<file path="config.mk">
export PLATFORM = sky130hd
export DESIGN_NAME = bitserial_adder_ctrl
export DESIGN_NICKNAME = d
export VERILOG_FILES = /design/src/rtl/bitserial_adder_ctrl.sv
export SDC_FILE = /design/constraint.sdc
export NUM_CORES = 1
export LEC_CHECK = 0
export CAP_MARGIN = 20
export CORE_ASPECT_RATIO = 1.2
export CORE_MARGIN = 4
export CORE_UTILIZATION = 44
export DETAILED_ROUTE_END_ITERATION = 16
export PLACE_DENSITY = 0.74
export SYNTH_ARGS = -nofsm -noshare
export SYNTH_HDL_FRONTEND = slang
export SYNTH_SLANG_ARGS = --single-unit
</file>
<file path="constraint.sdc">
create_clock -name clk -period 4.49 [get_ports clk]
set_clock_uncertainty 0.2 [all_clocks]
set_input_delay 0.898 -clock clk [delete_from_list [all_inputs] [get_ports clk]]
set_output_delay 0.898 -clock clk [all_outputs]
set_load 0.01 [all_outputs]
</file>
<file path="src/rtl/bitserial_adder_ctrl.sv">
// Bit-serial add/sub sequencer driving an external 1-bit full-adder cell, LSB first.
// Optional subtract mode is enabled by defining BITSERIAL_SUB_EN (adds port in_sub).
module bitserial_adder_ctrl #(
  parameter int WIDTH = 8
) (
  input  logic             clk,
  input  logic             rst_n,
  input  logic             in_valid,
  output logic             in_ready,
  input  logic [WIDTH-1:0] in_a,
  input  logic [WIDTH-1:0] in_b,
  input  logic             in_cin,
`ifdef BITSERIAL_SUB_EN
  input  logic             in_sub,
`endif
  output logic             out_valid,
  input  logic             out_ready,
  output logic [WIDTH-1:0] out_sum,
  output logic             out_cout,
  output logic             add_a,
  output logic             add_b,
  output logic             add_cin,
  input  logic             add_sum,
  input  logic             add_cout
);

  localparam int CNT_W = $clog2(WIDTH + 1);
  localparam logic [CNT_W-1:0] CNT_LAST = CNT_W'(WIDTH - 1);

  typedef enum logic [1:0] {
    S_IDLE = 2'd0,
    S_RUN  = 2'd1,
    S_DONE = 2'd2
  } state_t;

  state_t           state_q, state_d;
  logic [WIDTH-1:0] a_sr_q, a_sr_d;
  logic [WIDTH-1:0] b_sr_q, b_sr_d;
  logic [WIDTH-1:0] sum_sr_q, sum_sr_d;
  logic             carry_q, carry_d;
  logic [CNT_W-1:0] cnt_q, cnt_d;

  logic [WIDTH-1:0] b_load;
  logic             cin_load;

  // Subtraction is a + ~b + 1, so only the loaded B operand and initial carry change.
  always_comb begin
`ifdef BITSERIAL_SUB_EN
    b_load   = in_sub ? ~in_b : in_b;
    cin_load = in_sub ? 1'b1 : in_cin;
`else
    b_load   = in_b;
    cin_load = in_cin;
`endif
  end

  always_comb begin
    state_d  = state_q;
    a_sr_d   = a_sr_q;
    b_sr_d   = b_sr_q;
    sum_sr_d = sum_sr_q;
    carry_d  = carry_q;
    cnt_d    = cnt_q;
    case (state_q)
      S_IDLE: begin
        if (in_valid) begin
          a_sr_d  = in_a;
          b_sr_d  = b_load;
          carry_d = cin_load;
          cnt_d   = '0;
          state_d = S_RUN;
        end
      end
      S_RUN: begin
        // New sum bit enters at the MSB so the LSB-first stream lands in place after WIDTH shifts.
        sum_sr_d = (sum_sr_q >> 1) | (WIDTH'(add_sum) << (WIDTH - 1));
        a_sr_d   = a_sr_q >> 1;
        b_sr_d   = b_sr_q >> 1;
        carry_d  = add_cout;
        cnt_d    = cnt_q + CNT_W'(1);
        if (cnt_q == CNT_LAST) begin
          state_d = S_DONE;
        end
      end
      S_DONE: begin
        if (out_ready) begin
          state_d = S_IDLE;
        end
      end
      default: state_d = S_IDLE;
    endcase
  end

  always_ff @(posedge clk) begin
    if (!rst_n) begin
      state_q <= S_IDLE;
      carry_q <= 1'b0;
      cnt_q   <= '0;
    end else begin
      state_q <= state_d;
      carry_q <= carry_d;
      cnt_q   <= cnt_d;
    end
  end

  // Operand and sum shift registers need no reset: they are only observed in RUN/DONE.
  always_ff @(posedge clk) begin
    a_sr_q   <= a_sr_d;
    b_sr_q   <= b_sr_d;
    sum_sr_q <= sum_sr_d;
  end

  logic run;
  assign run       = (state_q == S_RUN);
  assign in_ready  = (state_q == S_IDLE);
  assign out_valid = (state_q == S_DONE);
  assign out_sum   = out_valid ? sum_sr_q : '0;
  assign out_cout  = out_valid & carry_q;
  assign add_a     = run & a_sr_q[0];
  assign add_b     = run & b_sr_q[0];
  assign add_cin   = run & carry_q;

endmodule

</file>
After elaboration in Yosys (flattened, before gate mapping)
Index checks and enable logic that the tools add are counted.
{ "word_totals": {"word_cells": 35, "reg_bits": 31, "in_bits": 23, "output_inout_bits": 14} }
{ "op_classes": {"addsub": 1, "bitwise_logic": 5, "n_mux": 13, "n_eq_ne": 6, "n_reduce_logical": 4} }
{ "ops": {"columns": ["operator", "count"], "rows": [
  ["8-bit case mux with 2 select lines", 2],
  ["8-bit two-way mux", 3],
  ["7-bit by 8-bit OR with 8-bit output", 1],
  ["4-bit case mux with 2 select lines", 1],
  ["2-bit two-way mux", 3],
  ["2-bit case mux with 3 select lines", 1],
  ["4-bit by 1-bit adder with 4-bit output, second input constant", 1],
  ["1-bit AND", 4],
  ["4-bit by 3-bit equality test with 1-bit output, second input constant", 1],
  ["4-bit two-way mux", 1],
  ["2-bit by 1-bit != test with 1-bit output, second input constant", 2],
  ["3-bit AND reduction", 1],
  ["2-bit by 1-bit equality test with 1-bit output, second input constant", 1],
  ["2-bit equality test, second input constant", 1],
  ["2-bit zero test", 1],
  ["2-bit != test, second input constant", 1],
  ["1-bit case mux with 2 select lines", 1],
  ["2-bit AND reduction", 1],
  ["2-bit nonzero test", 1],
  ["1-bit two-way mux", 1]
]} }

Logic depth before layout (Yosys ltp)
Gate-level depths: netlist of the first run.
{ "logic_depth": {"ltp_word": 3, "mapped_depth": 6, "depth_no_buf": 4} }

Worst setup path after synthesis of the first run
No wires, ideal clock.
{ "synth_path": {"path_type": "register to output", "startpoint": "register state_q[1]", "endpoint": "output add_a", "t_required_ps": 3392, "slack_ps": 2442, "stages_incl_launch_ff": 6, "n_path_buf": 2, "t_arrival_ps": 950, "cell_sequence": "dfxtp_1 nand2b_1 buf_6 inv_6 buf_6 and2_1"} }
{ "synth_via": {"elab_chain_cells": 2} }
{ "synth_rtl": {"columns": ["element", "line_no", "source"], "rows": [
  ["start: declaration", "36", "state_t state_q, state_d;"],
  ["start signal: assignment", "100", "state_q <= state_d;"],
  ["2-bit by 1-bit equality test with 1-bit output", "114", "assign run = (state_q == S_RUN);"],
  ["1-bit AND", "119", "assign add_a = run & a_sr_q[0];"],
  ["end: declaration", "20", "output logic add_a,"]
]} }
Every way passes these cells.

Worst setup path after layout of the first run
{ "layout_path": {"startpoint": "register state_q[1]", "endpoint": "output add_b"} }
{ "layout_via": {"elab_chain_cells": 2} }
{ "layout_rtl": {"columns": ["element", "line_no", "source"], "rows": [
  ["2-bit by 1-bit equality test with 1-bit output", "114", null],
  ["1-bit AND", "120", "assign add_b = run & b_sr_q[0];"],
  ["end: declaration", "21", "output logic add_b,"]
]} }
Every way passes these cells.

==> impl_metrics.yaml, run 1 <==
job:
  cap_viol_max_count: 0
yosys:
  yosys.cell_types.count: 27
  syn_area_um2: 1350
  syn-num-nets: 145
  ys_seq_area_frac: 0.638
  synthCells: 121
  synth.most_common_cell: "nand2_1"
  synth_warnings: 0
  synthArstFlopShare: 0
  synth_area_leaders: "edfxtp_1 (53%), nand2_1 (12%), dfxtp_1 (10%)"
  synthFlopType: "edfxtp_1"
  synth_edf_count: 24
  synth-seq-cells: 31
  yosys.area.top_type: "edfxtp_1"
  synth_area_per_cell_um2: 11.2
  synth.top_cell.area_share: 0.534
  ys_top_cells_by_count: "nand2_1 (43), edfxtp_1 (24), and2_1 (14)"
die:
  die_h_um: 68.7
  coreArea_um2: 2860
  io_pins: 37
  fp.dieArea_um2: 4020
  rows: 21
  die_x_um: 58.6
  initial_utilization: 0.471
placement:
  place_congestion: 0.793
  portBuffers: 36
  hpwlAfterDp_um: 1810
  dp_cells: 186
  dpl-instance-area_um2: 1710
timing:
  fin_crit_sh: 0.746
  rsz0062_at_grt: "no"
  slew_headroom: 0.542
  finalSetupViolations: 0
  finalMaxSlewViolations: 0
  fmax_ghz: 0.299
  setup_tns_ps: 0
  finalHoldViolations: 0
  tightest_slew_ps: 687
  fin_crit_ps: 3350
grt:
  gr-total-overflow: 0
  grt_util_all_layers: 0.133
  grt_max_degree: 32
  grt_pass1_vias: 909
  antenna_found_initial: 0
  grt_pass1_wl_um: 3990
critical_path:
  path_depth: 4
  crit_chain: "nand2b_1, inv_6, and2_1, clkdlybuf4s50_1"
  crit_path_end_kind: "output pin"
  reg2regPathDepth: 4
  reg2reg_slack_ps: 2590
  path_buf_inv: 2
  cp.required_ps: 3390
  cpPeakStageDelay_ps: 580
  critical_path_class: "flip-flop to output pin"
  endpoint: "add_b"
  setup.worst_path.start: "state_q[1]"
  critPathTopFamily: "simple AND/OR/NAND/NOR gates"
  crit_slowest_cell: "nand2b_1"
  r2r-end: "state_q[1]"
  crit_fanout: 31
  critPathLaunchType: "flip-flop"
  arrival_ps: 2250
  worst_r2r_startpoint: "state_q[0]"
route:
  avgViaCountPerCell: 4.92
  drt_pass1_iterations: 4
  ant_nets: 0
  routedWlPerCell_um: 12.9
  drt_iter0_markers: 20
  drc: 0
  via_count: 954
  wl_um: 2500
cells_and_area:
  fillers: 256
  seqCellArea_um2: 861
  area_growth_pct: 32.0
  multiInputGateArea_um2: 433
  final_cells: 194
  final_util: 0.622
  final_layout_size_suffix_gt1_frac: 0.0625
  design_area_um2: 1780
  layout.nets: 183
  n_antenna_cell: 0
run_status:
  status: "completed"
pwr:
  swShare: 0.235
  p_per_area_nw_per_um2: 360
  p_seq_frac: 0.564
  power_frac_comb: 0.154
  power_switching_uw: 151
  ir_worst_vdd_mv: 0.227
  power.share.clock: 0.282
  power.leakage_nw: 0.721
  intPower_uw: 491
clock_network:
  cts_tree: "built"
  clock_latency_ps: 320
  post-cts-setup-buffers: 0
  cts_hold_buf: 0
  cts.clk_slew.worst_paths_ps: 90
  numCtsBuffers: 5
  htree_levels: 2
  clock_sinks: 31
  clockBufferDepth: 2
  root_buffer: "clkbuf_4"
  cts_resized: 0
worst_hold_path:
  min_path_type: "flip-flop to flip-flop"
==> stage by stage <==
| stage | setup WS [ps] | hold WS, ps | power [mW] |
|---|---|---|---|
| 6_report | 1140 | 249 | 0.642 |
| 3_3_place_gp | 1550 | 229 | 0.465 |
| 3_5_place_dp | 1460 | 223 | 0.469 |
| 2_1_floorplan | 2440 | 217 | 0.425 |
| 4_1_cts | 1090 | 254 | 0.649 |
| 5_1_grt | 928 | 269 | 0.673 |
==> worst min path at each step <==
stage | start | endpoint | slack (ps) | cells after the start
global route | sum_sr_q[1] | sum_sr_q[0] | 270 | 0
global placement | sum_sr_q[6] | sum_sr_q[5] | 230 | 0
floorplan | sum_sr_q[1] | sum_sr_q[0] | 220 | 0
CTS | sum_sr_q[6] | sum_sr_q[5] | 250 | 0
finish | sum_sr_q[3] | sum_sr_q[2] | 250 | 0
detailed placement | sum_sr_q[3] | sum_sr_q[2] | 220 | 0
==> layer usage <==
metal	up-vias	track usage	wire [µm]
met4	0	0.0609	36
met2	25	0.226	1260
li1	481	-	-
met5	-	0	0
met1	441	0.152	1040
met3	7	0.0410	166
==> placed cells by master, fill, tap and decap left out, drive strengths merged, types with 2 or more instances in the layout <==
master and instances:
clkbuf 8, nor3b 2, nand2b 2, clkdlybuf4s50 36
and2 14, a21boi 2, nand2 43, edfxtp 24
nor2b 3, dfxtp 7, inv 3, o21ai 2
mux2i 2
==> sequential cells by signal, summed over array words and instances, names as in the netlist <==
signal	cells
a_sr_q	8
b_sr_q	8
sum_sr_q	8
cnt_q	4
state_q	2
carry_q	1
==> logic make-up after synthesis <==
| logic type | after synthesis | synth area share |
|---|---|---|
| multiplexers | 2 | 0.0148 |
| AO/OA/AOI/OAI | 9 | 0.0491 |
| buffers and inverters | 8 | 0.0417 |
| AND/OR/NAND/NOR | 70 | 0.247 |
| adder cells (fa/ha/maj) | 1 | 0.00927 |
| flip-flops | 31 | 0.638 |
==> power groups by stage <==
stage | Combinational [mW] | Sequential [mW] | Clock (mW)
after global routing | 0.110 | 0.365 | 0.198
after CTS | 0.101 | 0.362 | 0.185
after global placement | 0.0972 | 0.367 | 0
after floorplan | 0.0609 | 0.364 | 0
final | 0.0987 | 0.362 | 0.181
after detailed placement | 0.101 | 0.369 | 0
==> area by class of cell <==
cell class / count / share of cell area
flip-flops and latches: 31 / 0.483
multi-input cells: 82 / 0.243
repair buffers: 36 / 0.202
clock buffers: 8 / 0.0386
well taps: 34 / 0.0239
inverters: 3 / 0.00913
(Power assumes the default switching activity.)
==> run 2, diff against run 1 <==
--- a/config.mk
+++ b/config.mk
@@ -8,7 +8,7 @@
 export CAP_MARGIN = 20
 export CORE_ASPECT_RATIO = 1.2
 export CORE_MARGIN = 4
-export CORE_UTILIZATION = 44
+export CORE_UTILIZATION = 42
 export DETAILED_ROUTE_END_ITERATION = 16
 export PLACE_DENSITY = 0.74
 export SYNTH_ARGS = -nofsm -noshare
==> constraint.sdc (replaced) <==
create_clock -name clk -period 3 [get_ports clk]
set_clock_uncertainty 0.2 [all_clocks]
set_input_delay 0.6 -clock clk [delete_from_list [all_inputs] [get_ports clk]]
set_output_delay 0.6 -clock clk [all_outputs]
set_load 0.01 [all_outputs]
==> run 2 against run 1 <==
  * Combinational power rose by 52%
  * Worst setup slack got worse by 790 ps
  * Register-to-register slack worse by 1300 ps
  * Highest routed layer unchanged
  * Via count did not move
  * Critical path type unchanged
  * Sequential power grew 50%
  * First-iteration DRC count is 70% higher
  * Non-clock buffer count increased by 1
  * Hold slack better by 8.9 ps
  * Sequential share of layout area decreased by 0.27 points
==> impl_metrics.yaml, run 2 (same netlist as run 1, synthesis figures left out) <==
clock_network:
  cts_resized: 0
  numCtsBuffers: 5
  cts_tree: "built"
  cts.clk_slew.worst_paths_ps: 90
  post-cts-setup-buffers: 0
  clockBufferDepth: 2
  root_buffer: "clkbuf_4"
  clock_sinks: 31
  htree_levels: 2
  clock_latency_ps: 320
  cts_hold_buf: 0
cells_and_area:
  final_util: 0.581
  final_common_cell: "nand2_1"
  final_layout_size_suffix_gt1_frac: 0.0683
  final_cell_mix: "nand2_1 (43), clkdlybuf4s50_1 (36), edfxtp_1 (24)"
  design_area_um2: 1790
  n_antenna_cell: 0
  reg_top3: "a_sr_q: 8 flops, b_sr_q: 8 flops, sum_sr_q: 8 flops"
  fillers: 277
  final_cells: 197
  layout.nets: 184
  area_growth_pct: 32.7
placement:
  hpwlAfterDp_um: 1840
  dp_cells: 189
  dpl-instance-area_um2: 1720
  portBuffers: 36
  place_congestion: 0.771
timing:
  finalMaxSlewViolations: 0
  fin_crit_sh: 0.883
  whs_ps: 258
  finalHoldViolations: 0
  finalSetupViolations: 0
  setup_tns_ps: 0
  tightest_slew_ps: 626
  rsz0062_at_grt: "no"
  slew_headroom: 0.582
  fmax_ghz: 0.378
  fin_crit_ps: 2650
die:
  die_x_um: 59.8
  rows: 22
  coreArea_um2: 3080
  io_pins: 37
  die_h_um: 70.1
  initial_utilization: 0.438
  fp.dieArea_um2: 4190
grt:
  grt_max_degree: 32
  grt_pass1_wl_um: 3950
  grt_util_all_layers: 0.129
  grt_pass1_vias: 920
  antenna_found_initial: 0
  gr-total-overflow: 0
pwr:
  power.share.clock: 0.282
  ir_worst_vdd_mv: 0.341
  intPower_uw: 736
  power_switching_uw: 228
  power_frac_comb: 0.156
  power.leakage_nw: 0.725
  p_seq_frac: 0.562
  p_per_area_nw_per_um2: 538
  swShare: 0.236
route:
  wl_um: 2520
  via_count: 954
  drt_iter0_markers: 34
  drt_pass1_iterations: 4
  routedWlPerCell_um: 12.8
  ant_nets: 0
  avgViaCountPerCell: 4.84
  drc: 0
critical_path:
  critPathLaunchType: "flip-flop"
  arrival_ps: 1850
  crit_path_end_kind: "output pin"
  crit_fanout: 31
  critical_path_class: "flip-flop to output pin"
  crit_chain: "nand2b_1, inv_6, and2_1, clkdlybuf4s50_1"
  cpPeakStageDelay_ps: 530
  cp.required_ps: 2200
  crit_slowest_cell: "clkdlybuf4s50_1"
run_status:
  status: "completed"
worst_hold_path:
  min_path_type: "flip-flop to flip-flop"
job:
  cap_viol_max_count: 0
## run 2: cell count changes in the layout (fill, tap and decap cells not counted)
cell	change
buf_4	+1
## run 2: power groups by stage
stage          clock network (mW)  logic, mW  registers, mW
6_report                    0.272      0.150          0.542
3_5_place_dp                    0      0.152          0.553
2_1_floorplan                   0     0.0911          0.545
3_3_place_gp                    0      0.147          0.549
4_1_cts                     0.281      0.153          0.543
5_1_grt                     0.297      0.167          0.548
## run 2: stage by stage
stage	power (mW)	setup slack, ps
detailed placement	0.705	663
CTS	0.976	325
global route	1.01	224
finish	0.964	352
global placement	0.697	719
floorplan	0.637	1250
## run 2: final timing paths
kind	from	to	slack, ps	cells past startpoint
min	sum_sr_q[3]	sum_sr_q[2]	260	0
max reg2reg	state_q[0]	carry_q	1290	3
min reg2reg	sum_sr_q[3]	sum_sr_q[2]	260	0
max	state_q[0]	add_b	350	4
## run 2: final cells by class
class / instances / area (µm²) / area share
sequential: 31 / 861 / 0.480
multi-input combinational: 82 / 433 / 0.242
timing repair buffer: 37 / 368 / 0.205
clock buffer: 8 / 68.8 / 0.0384
tap: 36 / 45.0 / 0.0251
inverter: 3 / 16.3 / 0.00908
## run 2: worst max-delay path: cells and delay by family, from the launching register on
family                 cells  cell delay, ps
buffers and inverters      2             750
flip-flops                 1             450
AND/OR/NAND/NOR            2             320
## run 2: per-layer routing
layer	wire [µm]	vias up	global-route usage	share of wire
li1	-	480	-	-
met1	1030	442	0.136	0.41
met2	1300	26	0.216	0.51
met3	134	6	0.0333	0.053
met4	58	0	0.0887	0.023
met5	0	-	0	0
==> run 3, diff against run 2 <==
--- a/config.mk
+++ b/config.mk
@@ -10,6 +10,7 @@
 export CORE_MARGIN = 4
 export CORE_UTILIZATION = 42
 export DETAILED_ROUTE_END_ITERATION = 16
+export GPL_TIMING_DRIVEN = 0
 export PLACE_DENSITY = 0.74
 export SYNTH_ARGS = -nofsm -noshare
 export SYNTH_HDL_FRONTEND = slang
==> run 3 against run 2 <==
  * Worst setup slack worse by 11 ps
  * Routed wire length down 0.75%
  * Critical path depth up 2
  * Critical endpoint is now add_a
  * Highest routed layer unchanged
==> impl_metrics.yaml, run 3 (same netlist as run 1, synthesis figures left out) <==
die:
  die_x_um: 59.8
  fp.dieArea_um2: 4190
  initial_utilization: 0.438
  io_pins: 37
  die_h_um: 70.1
  rows: 22
  coreArea_um2: 3080
route:
  via_count: 988
  drc: 0
  wl_um: 2500
  drt_pass1_iterations: 4
  drt_iter0_markers: 13
  ant_nets: 0
  avgViaCountPerCell: 4.92
  routedWlPerCell_um: 12.4
clock_network:
  clock_sinks: 31
  clock_latency_ps: 330
  numCtsBuffers: 5
  post-cts-setup-buffers: 0
  root_buffer: "clkbuf_4"
  cts_hold_buf: 0
  cts.clk_slew.worst_paths_ps: 90
  cts_tree: "built"
  htree_levels: 2
  clockBufferDepth: 2
  cts_resized: 0
grt:
  grt_pass1_wl_um: 3910
  grt_pass1_vias: 900
  grt_util_all_layers: 0.124
  antenna_found_initial: 0
  grt_max_degree: 18
  gr-total-overflow: 0
timing:
  fmax_ghz: 0.376
  slew_headroom: 0.576
  finalHoldViolations: 0
  fin_crit_sh: 0.886
  finalMaxSlewViolations: 0
  finalSetupViolations: 0
  rsz0062_at_grt: "no"
  tightest_slew_ps: 635
  fin_crit_ps: 2660
  setup_tns_ps: 0
critical_path:
  crit_fanout: 10
  arrival_ps: 1860
  critical_path_class: "flip-flop to output pin"
  crit_path_end_kind: "output pin"
  cp.required_ps: 2200
  critPathLaunchType: "flip-flop"
pwr:
  power.leakage_nw: 0.737
  p_per_area_nw_per_um2: 511
  ir_worst_vdd_mv: 0.349
cells_and_area:
  fillers: 282
  area_growth_pct: 33.7
  layout.nets: 188
  final_layout_size_suffix_gt1_frac: 0.0848
  reg_top3: "a_sr_q: 8 flops, b_sr_q: 8 flops, sum_sr_q: 8 flops"
  final_cells: 201
  final_common_cell: "nand2_1"
  final_cell_mix: "nand2_1 (43), clkdlybuf4s50_1 (36), edfxtp_1 (24)"
  n_antenna_cell: 0
placement:
  dp_cells: 193
  portBuffers: 36
  place_congestion: 0.793
  hpwlAfterDp_um: 1860
worst_hold_path:
  min_path_type: "flip-flop to flip-flop"
job:
  cap_viol_max_count: 0
run_status:
  status: "completed"
## run 3: stage by stage
step	worst slack, ps	power, mW	area, µm²	util	hold WS (ps)
floorplan	1250	0.637	1350	-	217
global placement	655	0.707	1760	0.569	223
detailed placement	615	0.715	1760	0.569	234
CTS	305	0.935	1810	0.586	255
global route	202	0.972	1810	0.586	269
finish	341	0.923	1810	0.586	250
## run 3: final cells by class
type | count | area, µm² | area share
flip-flops and latches | 31 | 861 | 0.477
multi-input cells | 82 | 433 | 0.240
repair buffers | 36 | 360 | 0.200
well taps | 36 | 45.0 | 0.0249
clock buffers | 6 | 41.3 | 0.0229
plain buffers | 5 | 40.0 | 0.0222
inverters | 3 | 16.3 | 0.00901
clock inverters | 2 | 8.76 | 0.00485
## run 3: per-layer routing
metal | track usage | share of wire | vias up
met5 | 0 | 0 | -
met4 | 0.0591 | 0.018 | 0
met3 | 0.0499 | 0.071 | 4
met2 | 0.202 | 0.51 | 26
met1 | 0.137 | 0.40 | 462
li1 | - | - | 496
## run 3: report_power, final
| group | leakage [nW] | switching, mW | internal (mW) | total, mW |
|---|---|---|---|---|
| Clock | 0.0297 | 0.133 | 0.0878 | 0.221 |
| Sequential | 0.292 | 0.0181 | 0.524 | 0.542 |
| Combinational | 0.416 | 0.0775 | 0.0826 | 0.160 |
| Total | 0.737 | 0.229 | 0.694 | 0.923 |
## run 3: worst max-delay path: stages (launching register included)
cell and delay, ps:
dfxtp_1 450, nand2b_1 100, buf_6 150, inv_6 60, buf_6 130, and2_1 130, clkdlybuf4s50_1 520
## run 3: path summary, 6_finish.rpt
kind | from | slack [ps] | to | depth (start not counted)
hold reg to reg | sum_sr_q[4] | 250 | sum_sr_q[3] | 0
setup reg to reg | state_q[0] | 1280 | carry_q | 3
setup / recovery | state_q[0] | 340 | add_a | 6
hold / removal | sum_sr_q[4] | 250 | sum_sr_q[3] | 0
